[config.mk]
export PLATFORM = sky130hd
export DESIGN_NAME = pim_mac_accumulator
export DESIGN_NICKNAME = d
export VERILOG_FILES = /design/src/rtl/pim_pkg.sv /design/src/rtl/adder_nbit.sv /design/src/rtl/multiplier_nbit.sv /design/src/rtl/pim_operand_reg.sv /design/src/rtl/pim_mac_accumulator.sv
export SDC_FILE = /design/constraint.sdc
export NUM_CORES = 1
export LEC_CHECK = 0
export ABC_AREA = 0
export CELL_PAD_IN_SITES_DETAIL_PLACEMENT = 2
export CELL_PAD_IN_SITES_GLOBAL_PLACEMENT = 2
export CORE_MARGIN = 1.5
export CORE_UTILIZATION = 43
export CTS_CLUSTER_SIZE = 24
export DETAILED_ROUTE_END_ITERATION = 12
export PLACE_DENSITY = 0.95
export SYNTH_ARGS = -nofsm -noshare
export SYNTH_HDL_FRONTEND = slang
export SYNTH_SLANG_ARGS = --single-unit
export TNS_END_PERCENT = 20
[constraint.sdc]
create_clock -name clk -period 12.2 [get_ports clk]
set_clock_uncertainty 0.1 [all_clocks]
set_input_delay 2.44 -clock clk [delete_from_list [all_inputs] [get_ports clk]]
set_output_delay 2.44 -clock clk [all_outputs]
set_load 0.005 [all_outputs]
[src/rtl/pim_pkg.sv]
// Shared definitions for the PIM MAC datapath: the controller state type,
// default sizes, and the IMPL_TYPE codes understood by multiplier_nbit and adder_nbit.
package pim_pkg;

   typedef enum logic {
      S_RUN  = 1'b0,
      S_HOLD = 1'b1
   } state_t;

   localparam int DEF_WIDTH = 32;
   localparam int DEF_CNT_W = 8;

   // IMPL_TYPE codes: behavioural operators or an explicit bit-level structure
   localparam int IMPL_BEHAV = 0;
   localparam int IMPL_ARRAY = 1;

endpackage

[src/rtl/adder_nbit.sv]
// Combinational WIDTH-bit adder with carry in/out.
// IMPL_TYPE selects a behavioural '+' or an explicit ripple-carry chain.
module adder_nbit
   import pim_pkg::*;
#(
   parameter int WIDTH     = DEF_WIDTH,
   parameter int IMPL_TYPE = IMPL_BEHAV
) (
   input  logic [WIDTH-1:0] a_i,
   input  logic [WIDTH-1:0] b_i,
   input  logic             cin_i,
   output logic [WIDTH-1:0] sum_o,
   output logic             cout_o
);

   generate
      if (IMPL_TYPE == IMPL_BEHAV) begin : g_behav
         assign {cout_o, sum_o} = {1'b0, a_i} + {1'b0, b_i} + {{WIDTH{1'b0}}, cin_i};
      end else begin : g_ripple
         logic [WIDTH:0] c;
         assign c[0] = cin_i;
         for (genvar gi = 0; gi < WIDTH; gi++) begin : g_bit
            assign sum_o[gi] = a_i[gi] ^ b_i[gi] ^ c[gi];
            assign c[gi+1]   = (a_i[gi] & b_i[gi]) | (c[gi] & (a_i[gi] ^ b_i[gi]));
         end
         assign cout_o = c[WIDTH];
      end
   endgenerate

endmodule

[src/rtl/multiplier_nbit.sv]
// Combinational WIDTH x WIDTH multiplier returning the lower WIDTH product bits.
// IMPL_TYPE selects a behavioural '*' or an explicit shift-and-add array.
module multiplier_nbit
   import pim_pkg::*;
#(
   parameter int WIDTH     = DEF_WIDTH,
   parameter int IMPL_TYPE = IMPL_BEHAV
) (
   input  logic [WIDTH-1:0] a_i,
   input  logic [WIDTH-1:0] b_i,
   output logic [WIDTH-1:0] p_o
);

   generate
      if (IMPL_TYPE == IMPL_BEHAV) begin : g_behav
         assign p_o = a_i * b_i;
      end else begin : g_array
         // Running partial sums; row gi adds a_i shifted by gi when b_i[gi] is set
         logic [WIDTH-1:0] pp [WIDTH+1];
         assign pp[0] = '0;
         for (genvar gi = 0; gi < WIDTH; gi++) begin : g_row
            assign pp[gi+1] = pp[gi] + (b_i[gi] ? (a_i << gi) : '0);
         end
         assign p_o = pp[WIDTH];
      end
   endgenerate

endmodule

[src/rtl/pim_operand_reg.sv]
// Stage-1 operand register: captures an operand pair and its last flag on
// load, and raises valid for exactly the cycle following each load.
module pim_operand_reg
   import pim_pkg::*;
#(
   parameter int WIDTH = DEF_WIDTH
) (
   input  logic             clk,
   input  logic             rst,
   input  logic             load_i,
   input  logic [WIDTH-1:0] a_i,
   input  logic [WIDTH-1:0] b_i,
   input  logic             last_i,
   output logic             valid_o,
   output logic [WIDTH-1:0] a_o,
   output logic [WIDTH-1:0] b_o,
   output logic             last_o
);

   logic             valid_q;
   logic [WIDTH-1:0] a_q;
   logic [WIDTH-1:0] b_q;
   logic             last_q;

   // Data loads only on acceptance; valid follows the load enable every cycle
   always_ff @(posedge clk) begin
      if (rst) begin
         valid_q <= 1'b0;
         a_q     <= '0;
         b_q     <= '0;
         last_q  <= 1'b0;
      end else begin
         valid_q <= load_i;
         if (load_i) begin
            a_q    <= a_i;
            b_q    <= b_i;
            last_q <= last_i;
         end
      end
   end

   assign valid_o = valid_q;
   assign a_o     = a_q;
   assign b_o     = b_q;
   assign last_o  = last_q;

endmodule

[src/rtl/pim_mac_accumulator.sv]
// Streaming multiply-accumulate: registers each accepted operand pair, multiplies
// it, adds the truncated product into a running sum and presents sum and beat
// count on a valid/ready port after the last beat.
// Optional build macro PIM_MAC_SATURATE_EN: saturating accumulation plus sat_flag output.
module pim_mac_accumulator
   import pim_pkg::*;
#(
   parameter int WIDTH     = DEF_WIDTH,
   parameter int IMPL_TYPE = IMPL_BEHAV,
   parameter int CNT_W     = DEF_CNT_W
) (
   input  logic             clk,
   input  logic             rst,
   input  logic             in_valid,
   output logic             in_ready,
   input  logic [WIDTH-1:0] in_a,
   input  logic [WIDTH-1:0] in_b,
   input  logic             in_last,
   output logic             out_valid,
   input  logic             out_ready,
   output logic [WIDTH-1:0] out_sum,
   output logic [CNT_W-1:0] out_count
`ifdef PIM_MAC_SATURATE_EN
   ,
   output logic             sat_flag
`endif
);

   logic             accept;
   logic             s1_valid;
   logic             s1_last;
   logic [WIDTH-1:0] s1_a;
   logic [WIDTH-1:0] s1_b;
   logic [WIDTH-1:0] product;
   logic [WIDTH-1:0] add_sum;
   logic             add_cout;

   state_t           state_q, state_d;
   logic [WIDTH-1:0] acc_q, acc_d;
   logic [CNT_W-1:0] count_q, count_d;
`ifdef PIM_MAC_SATURATE_EN
   logic             sat_q, sat_d;
`else
   logic             unused_cout;
   assign unused_cout = add_cout;
`endif

   // A pending last beat in stage 1 blocks intake so the result is not overrun
   assign in_ready = (state_q == S_RUN) && !(s1_valid && s1_last);
   assign accept   = in_valid && in_ready;

   pim_operand_reg #(.WIDTH(WIDTH)) u_opreg (
      .clk    (clk),
      .rst    (rst),
      .load_i (accept),
      .a_i    (in_a),
      .b_i    (in_b),
      .last_i (in_last),
      .valid_o(s1_valid),
      .a_o    (s1_a),
      .b_o    (s1_b),
      .last_o (s1_last)
   );

   multiplier_nbit #(.WIDTH(WIDTH), .IMPL_TYPE(IMPL_TYPE)) u_mult (
      .a_i(s1_a),
      .b_i(s1_b),
      .p_o(product)
   );

   adder_nbit #(.WIDTH(WIDTH), .IMPL_TYPE(IMPL_TYPE)) u_add (
      .a_i   (acc_q),
      .b_i   (product),
      .cin_i (1'b0),
      .sum_o (add_sum),
      .cout_o(add_cout)
   );

   // Next-state: clear on result handshake, otherwise accumulate stage-1 beats
   always_comb begin
      state_d = state_q;
      acc_d   = acc_q;
      count_d = count_q;
`ifdef PIM_MAC_SATURATE_EN
      sat_d   = sat_q;
`endif
      if (state_q == S_HOLD && out_ready) begin
         state_d = S_RUN;
         acc_d   = '0;
         count_d = '0;
`ifdef PIM_MAC_SATURATE_EN
         sat_d   = 1'b0;
`endif
      end else if (s1_valid) begin
`ifdef PIM_MAC_SATURATE_EN
         // Once clamped, stay clamped for the rest of the vector
         if (add_cout || sat_q) begin
            acc_d = '1;
            sat_d = 1'b1;
         end else begin
            acc_d = add_sum;
         end
`else
         acc_d = add_sum;
`endif
         count_d = count_q + CNT_W'(1);
         if (s1_last) begin
            state_d = S_HOLD;
         end
      end
   end

   // State, accumulator and counter registers
   always_ff @(posedge clk) begin
      if (rst) begin
         state_q <= S_RUN;
         acc_q   <= '0;
         count_q <= '0;
`ifdef PIM_MAC_SATURATE_EN
         sat_q   <= 1'b0;
`endif
      end else begin
         state_q <= state_d;
         acc_q   <= acc_d;
         count_q <= count_d;
`ifdef PIM_MAC_SATURATE_EN
         sat_q   <= sat_d;
`endif
      end
   end

   assign out_valid = (state_q == S_HOLD);
   assign out_sum   = acc_q;
   assign out_count = count_q;
`ifdef PIM_MAC_SATURATE_EN
   assign sat_flag  = sat_q;
`endif

endmodule
==> qor_table.md, run 1 <==
| Result | This run |
|:---|:---|
| Clock latency reported for the late side of the worst-skew pair | 410 ps |
| Total core area | 46900 sq um |
| Leak pwr | 10.7 nW |
| Overall Global Routing Usage | 40.7% |
| Maximum buffer depth of the clock tree | 2 |
| First-pass GRT wire length | 142 mm |
| Chip height | 222 microns |
| Number of clock sinks | 107 |
| Type of the worst setup path | reg2reg |
| Most used DFF post-synth | sky130_fd_sc_hd__dfxtp_1 |
| DR vias/cell | 5.77 |
| Worst hold slack | 379 ps |
| Outcome | finished, final reports clean |
| Worst Max-Slew Pin Slew | 1360 ps |
| Total power draw | 2.02 mW |
| Die Span X | 222 microns |
| Required arrival time at the worst endpoint | 12430 ps |
| FF+latch area | 2140 sq um |
| Critical path startpoint category | register |
| Worst slew margin relative to its limit | 8.71% |
| Full die area | 49200 sq um |
| H-tree depth | 3 |
| Yosys synthesis warning count | 0 |
| Proportion of register bits with asynchronous set or reset after synthesis | 0% |
| Final ANT Viol Nets | 0 |
| Total Routed Length | 96.7 mm |
| Most frequent standard cell in the layout excluding fill and tap cells | sky130_fd_sc_hd__inv_1 |
| PortBufs | 110 |
| Netlist area before placement | 20600 sq um |
| Total Negative Setup Slacks | 0 ps |
| Area delta synth->final | 9.16% |
| Buffers inserted by post-CTS timing repair | 0 |
| Clock tree from TritonCTS | done |
| Fin area | 22500 sq um |
| Root Buffer | sky130_fd_sc_hd__clkbuf_16 |
| Per-cell routed wire length | 32.6 microns |
| Clock buffers created by TritonCTS | 9 |
| CP Data Arrival Time | 9370 ps |
| Post-route DRC | 0 |
| Gate count after technology mapping | 2326 |
| Maximum fanout encountered on the critical timing path | 25 |
| Vias in the first global route | 21294 |
| Portion of the post-synthesis area used by sequential elements | 10.4% |
| Number of ports placed on the die boundary | 111 |
| Crit. End Element | register |
| RSZ-0062 raised after global routing | no |
| # rows | 79 |
| CTS clock-pin slew for the worst setup and hold paths | 80 ps |
| Final Max Tran Viols | 0 |
| Number of hold violations in the final report | 0 |
| CTS Hold Bufs | 0 |
| Final global-route overflow total | 0 |
| Post-CTS sizing | 0 |
| Share of final-layout standard cells stronger than drive strength 1 | 2.29% |
| Number of nets in the finished design | 2983 |
| Area occupied by multi-input gates | 16100 sq um |
| Estimated wirelength of the detail-placed design | 75.3 mm |
| Cell variety after synth | 48 |
| Synthesized net count | 2958 |
| Violation count after the first detailed-routing iteration | 1191 |
| Highest-count cells in the layout ignoring fill and taps | sky130_fd_sc_hd__inv_1 (497), sky130_fd_sc_hd__fa_1 (438), sky130_fd_sc_hd__and2_1 (345) |
| Final count of negative-setup-slack endpoints | 0 |
| GPL Wtd Cong | 0.832 |
| Number of antenna violations at the first check in global routing | 6 |
| Max capacitance violation total | 0 |
| Average instance area after synthesis | 8.85 sq um |
| Fill cell instance count of the final layout | 5043 |
| Number of optimization iterations in the first detailed-route pass | 5 |
| Pin count of the biggest net entering global routing | 69 |
| Starting density of the core | 43.9% |
| Worst IR Drop VDD | 0.118 mV |
| Period Utilization, post-route | 74.9% |
| Path category of the worst min-delay check | reg2reg |
| Via total after detailed routing | 17091 |
| Area of placed instances | 22200 sq um |
| Post-synthesis sequential element count | 107 |
| Tmin final | 9140 ps |
| Highest Clock Rate | 109 MHz |
| Finished Core Util | 48.0% |
| Number of flops mapped to enable cells by yosys | 0 |
| Pwr dens | 89.8 nW/um^2 |
logic make-up (layout without fill, tap and decap cells):
kind of cell	Yosys count	in the layout	share of synthesized area, %
adder cells (fa/ha/maj)	563	563	50.2
AND/OR/NAND/NOR	770	770	18.7
XOR/XNOR	92	92	3.91
buffers and inverters	619	648	11.3
flip-flops	107	107	10.4
multiplexers	22	22	1.08
AO/OA/AOI/OAI	153	153	4.44
other	0	2	0
area by class of cell:
class / count / share of cell area (%)
diodes: 2 / 0.0223
clock buffers: 10 / 1.06
clock inverters: 5 / 0.206
inverters: 497 / 8.30
multi-input cells: 1600 / 71.7
flip-flops and latches: 107 / 9.54
well taps: 607 / 3.38
repair buffers: 136 / 5.75
critical path, cell delays in order, from the launching register on:
cell	delay, ps
sky130_fd_sc_hd__dfxtp_1	1090
sky130_fd_sc_hd__nand2_1	520
sky130_fd_sc_hd__fa_1	600
sky130_fd_sc_hd__inv_1	110
sky130_fd_sc_hd__fa_1	560
sky130_fd_sc_hd__fa_1	790
sky130_fd_sc_hd__inv_1	110
sky130_fd_sc_hd__fa_1	510
sky130_fd_sc_hd__inv_1	80
sky130_fd_sc_hd__fa_1	560
sky130_fd_sc_hd__inv_1	90
sky130_fd_sc_hd__fa_1	550
sky130_fd_sc_hd__inv_1	60
sky130_fd_sc_hd__fa_1	360
sky130_fd_sc_hd__inv_1	150
sky130_fd_sc_hd__fa_1	400
sky130_fd_sc_hd__inv_1	90
sky130_fd_sc_hd__ha_1	420
sky130_fd_sc_hd__nand4_1	190
sky130_fd_sc_hd__nor2_1	290
sky130_fd_sc_hd__nand2_1	120
sky130_fd_sc_hd__a211oi_1	440
sky130_fd_sc_hd__o211a_1	310
sky130_fd_sc_hd__nor2_1	80
sky130_fd_sc_hd__xnor2_1	180
sky130_fd_sc_hd__mux2i_1	100
sky130_fd_sc_hd__nor2_1	160
metal layers:
layer / share of wire (%) / GRT usage (%) / vias to the layer above
met5: 0.045 / 0 / -
met1: 33 / 40.5 / 8807
met2: 50 / 70.7 / 951
met4: 10 / 36.0 / 8
li1: - / - / 6810
met3: 6.4 / 10.1 / 515
per-stage QoR:
step / std cells / setup WS (ps)
floorplan: 2326 / 5460
finish: 2964 / 3060
global placement: 2947 / 4940
detailed placement: 2947 / 3970
CTS: 2962 / 3940
global route: 2962 / 2970
worst paths after layout:
path | slack [ps] | start | end | cells after the start
min reg2reg | 380 | u_opreg.b_o[0] | u_opreg.b_o[0] | 2
min | 380 | u_opreg.b_o[0] | u_opreg.b_o[0] | 2
max | 3060 | u_opreg.b_o[8] | out_sum[29] | 26
max reg2reg | 3060 | u_opreg.b_o[8] | out_sum[29] | 26
synthesized netlist by cell type (6+ instances only):
| master | number | area [sq um] |
|---|---|---|
| sky130_fd_sc_hd__inv_1 | 497 | 1870 |
| sky130_fd_sc_hd__fa_1 | 438 | 8770 |
| sky130_fd_sc_hd__and2_1 | 346 | 2160 |
| sky130_fd_sc_hd__nand2_1 | 338 | 1270 |
| sky130_fd_sc_hd__ha_1 | 125 | 1560 |
| sky130_fd_sc_hd__clkbuf_1 | 116 | 435 |
| sky130_fd_sc_hd__dfxtp_1 | 107 | 2140 |
| sky130_fd_sc_hd__a21oi_1 | 93 | 465 |
| sky130_fd_sc_hd__xnor2_1 | 71 | 622 |
| sky130_fd_sc_hd__nor2_1 | 48 | 180 |
| sky130_fd_sc_hd__mux2i_1 | 21 | 210 |
| sky130_fd_sc_hd__xor2_1 | 21 | 184 |
| sky130_fd_sc_hd__o21ai_0 | 15 | 75.1 |
| sky130_fd_sc_hd__a21o_1 | 11 | 82.6 |
| sky130_fd_sc_hd__nand4_1 | 8 | 50.1 |
| sky130_fd_sc_hd__nor3_1 | 8 | 40.0 |
| sky130_fd_sc_hd__a211oi_1 | 6 | 45.0 |
state kept, by name (all words and copies together) (netlist names):
| register | flops |
|---|---|
| out_sum | 32 |
| u_opreg.a_o | 32 |
| u_opreg.b_o | 32 |
| out_count | 8 |
| out_valid | 1 |
| u_opreg.last_o | 1 |
| u_opreg.valid_o | 1 |
where the power goes:
| part | internal, mW | total, mW | switching, mW |
|---|---|---|---|
| Clock | 0.147 | 0.317 | 0.170 |
| Combinational | 0.473 | 1.25 | 0.777 |
| Sequential | 0.379 | 0.452 | 0.0726 |
Note: power is estimated with default switching activity, not from simulation.
==> run 2: changes to the inputs <==
--- a/config.mk
+++ b/config.mk
@@ -9,10 +9,10 @@
 export CELL_PAD_IN_SITES_DETAIL_PLACEMENT = 2
 export CELL_PAD_IN_SITES_GLOBAL_PLACEMENT = 2
 export CORE_MARGIN = 1.5
-export CORE_UTILIZATION = 43
+export CORE_UTILIZATION = 36
 export CTS_CLUSTER_SIZE = 24
 export DETAILED_ROUTE_END_ITERATION = 12
-export PLACE_DENSITY = 0.95
+export PLACE_DENSITY = 0.87
 export SYNTH_ARGS = -nofsm -noshare
 export SYNTH_HDL_FRONTEND = slang
 export SYNTH_SLANG_ARGS = --single-unit
==> constraint.sdc (replaced) <==
create_clock -name clk -period 8.4 [get_ports clk]
set_clock_uncertainty 0.1 [all_clocks]
set_input_delay 1.68 -clock clk [delete_from_list [all_inputs] [get_ports clk]]
set_output_delay 1.68 -clock clk [all_outputs]
set_load 0.005 [all_outputs]
==> run 2 against run 1 <==
  * Maximum frequency is 11% higher
  * Die area grew 19%
  * First-iteration DRC count fell by 44%
  * Final cell count up 5.7%
  * Combinational power increased by 33%
  * Non-clock buffer count increased by 21
  * Final area rose by 1.7%
  * Worst hold slack gained 0.62 ps
  * Sequential power increased by 51%
  * Highest routed layer is now met4
==> qor_table.md, run 2 (same netlist as run 1, synthesis figures left out) <==
| Result | This run |
|:---|:---|
| Share of final-layout standard cells stronger than drive strength 1 | 3.28% |
| Finished Core Util | 40.5% |
| Fin area | 22900 sq um |
| Path category of the worst min-delay check | reg2reg |
| Number of hold violations in the final report | 0 |
| Estimated wirelength of the detail-placed design | 67.1 mm |
| Number of ports placed on the die boundary | 111 |
| Highest-count cells in the layout ignoring fill and taps | sky130_fd_sc_hd__inv_1 (497), sky130_fd_sc_hd__fa_1 (438), sky130_fd_sc_hd__and2_1 (345) |
| Most frequent standard cell in the layout excluding fill and tap cells | sky130_fd_sc_hd__inv_1 |
| Critical path startpoint category | register |
| Tmin final | 8210 ps |
| Pin count of the biggest net entering global routing | 69 |
| Number of nets in the finished design | 3004 |
| PortBufs | 110 |
| Gate family responsible for the most delay along the worst path | adder cells |
| Antenna diode count | 0 |
| Overall Global Routing Usage | 27.7% |
| Final global-route overflow total | 0 |
| Starting density of the core | 36.4% |
| Final count of negative-setup-slack endpoints | 0 |
| Final Max Tran Viols | 0 |
| Total Negative Setup Slacks | 0 ps |
| Die Span X | 242 microns |
| Maximum fanout encountered on the critical timing path | 21 |
| Outcome | finished, final reports clean |
| Highest Clock Rate | 122 MHz |
| Buf+Inv Stages, Crit Path | 7 |
| Chip height | 242 microns |
| Total core area | 56500 sq um |
| Hold Path Origin | u_opreg.last_o |
| Vias in the first global route | 20737 |
| GPL Wtd Cong | 0.854 |
| H-tree depth | 3 |
| Full die area | 58600 sq um |
| Required arrival time at the worst endpoint | 8570 ps |
| Number of clock sinks | 107 |
| Most frequent cell on the critical path | sky130_fd_sc_hd__fa_1 |
| Clock tree from TritonCTS | done |
| Worst hold slack | 380 ps |
| Number of optimization iterations in the first detailed-route pass | 6 |
| Crit. End Element | register |
| Post-route DRC | 0 |
| Worst IR Drop VDD | 0.118 mV |
| DR vias/cell | 5.19 |
| Slowest-stage cell, CP | sky130_fd_sc_hd__dfxtp_1 |
| Clock latency reported for the late side of the worst-skew pair | 420 ps |
| Pwr dens | 125 nW/um^2 |
| Worst slew margin relative to its limit | 19.6% |
| First-pass GRT wire length | 121 mm |
| # rows | 87 |
| Area of placed instances | 22500 sq um |
| CTS Hold Bufs | 0 |
| CTS clock-pin slew for the worst setup and hold paths | 80 ps |
| Period Utilization, post-route | 97.8% |
| Type of the worst setup path | reg2reg |
| Number of antenna violations at the first check in global routing | 2 |
| CP Data Arrival Time | 8390 ps |
| Total Routed Length | 79.4 mm |
| Clock buffers created by TritonCTS | 9 |
| Violation count after the first detailed-routing iteration | 662 |
| Maximum buffer depth of the clock tree | 2 |
| Worst Max-Slew Pin Slew | 1200 ps |
| Total power draw | 2.85 mW |
| Per-cell routed wire length | 25.3 microns |
| Root Buffer | sky130_fd_sc_hd__clkbuf_16 |
| Final ANT Viol Nets | 0 |
| Max capacitance violation total | 0 |
| Via total after detailed routing | 16255 |
| Area delta synth->final | 11.1% |
| RSZ-0062 raised after global routing | no |
| Critical path startpoint | u_opreg.b_o[9] |
| Crit path largest cell delay | 1080 ps |
| Leak pwr | 10.9 nW |
| R2r startpoint | u_opreg.b_o[9] |
run 2: cell count changes in the layout (fill, tap and decap cells not counted), moves of 2 or more:
cell | before | now
sky130_fd_sc_hd__dfxtp_1 | 106 | 104
sky130_fd_sc_hd__dfxtp_2 | 1 | 3
sky130_fd_sc_hd__bufinv_16 | 0 | 2
sky130_fd_sc_hd__buf_4 | 26 | 47
sky130_fd_sc_hd__diode_2 | 2 | 0
run 2: worst register-to-register path, cell delays in order (launching register included):
cell and delay (ps):
sky130_fd_sc_hd__dfxtp_1 1080, sky130_fd_sc_hd__nand2_1 270, sky130_fd_sc_hd__fa_1 490, sky130_fd_sc_hd__inv_1 90
sky130_fd_sc_hd__fa_1 450, sky130_fd_sc_hd__fa_1 540, sky130_fd_sc_hd__inv_1 80, sky130_fd_sc_hd__fa_1 530
sky130_fd_sc_hd__inv_1 70, sky130_fd_sc_hd__fa_1 510, sky130_fd_sc_hd__inv_1 60, sky130_fd_sc_hd__fa_1 530
sky130_fd_sc_hd__inv_1 50, sky130_fd_sc_hd__fa_1 510, sky130_fd_sc_hd__inv_1 70, sky130_fd_sc_hd__fa_1 540
sky130_fd_sc_hd__inv_1 90, sky130_fd_sc_hd__ha_1 340, sky130_fd_sc_hd__and2_1 240, sky130_fd_sc_hd__a311oi_1 350
sky130_fd_sc_hd__o211ai_1 190, sky130_fd_sc_hd__a21oi_1 310, sky130_fd_sc_hd__nand2_1 110, sky130_fd_sc_hd__o22ai_1 230
sky130_fd_sc_hd__xor2_1 180, sky130_fd_sc_hd__o21ai_0 120
run 2: layout make-up:
type                    count  area (sq um)
clock inverters             5          82.6
flip-flops and latches    107          2150
clock buffers              11           253
multi-input cells        1600         16100
well taps                 756           946
inverters                 497          1870
repair buffers            157          1450
fillers                  6221         33600
run 2: metrics by stage:
stage,setup slack (ps),instances
3_5_place_dp,278,3117
5_1_grt,19.5,3133
6_report,187,3133
2_1_floorplan,1660,2326
4_1_cts,259,3133
3_3_place_gp,994,3117
run 2: per-layer routing:
layer / track usage [%] / wire length (microns)
met5: 0 / 0
met4: 18.7 / 5520
met3: 3.53 / 2560
met2: 52.8 / 43800
met1: 28.0 / 27500
run 2: repair_timing:
action,CTS,global route
setup buffers,0,0
setup endpoints to repair,0,3
resized for setup,0,2
run 2: report_power, final:
part | total (mW) | switching (mW) | internal, mW
logic | 1.66 | 0.992 | 0.669
registers | 0.683 | 0.132 | 0.551
clock network | 0.509 | 0.230 | 0.279
total | 2.85 | 1.35 | 1.50
run 2: path summary, 6_finish.rpt:
check	end	slack, ps	depth (start not counted)
setup / recovery	out_sum[30]	190	25
hold reg to reg	u_opreg.last_o	380	2
setup reg to reg	out_sum[30]	190	25
hold / removal	u_opreg.last_o	380	2
==> run 3: changes to the inputs <==
--- a/config.mk
+++ b/config.mk
@@ -13,6 +13,7 @@
 export CTS_CLUSTER_SIZE = 24
 export DETAILED_ROUTE_END_ITERATION = 12
 export PLACE_DENSITY = 0.87
+export SLEW_MARGIN = 5
 export SYNTH_ARGS = -nofsm -noshare
 export SYNTH_HDL_FRONTEND = slang
 export SYNTH_SLANG_ARGS = --single-unit
==> results of run 3 <==
Final layout, timing and power as in run 2 (identical DEF).
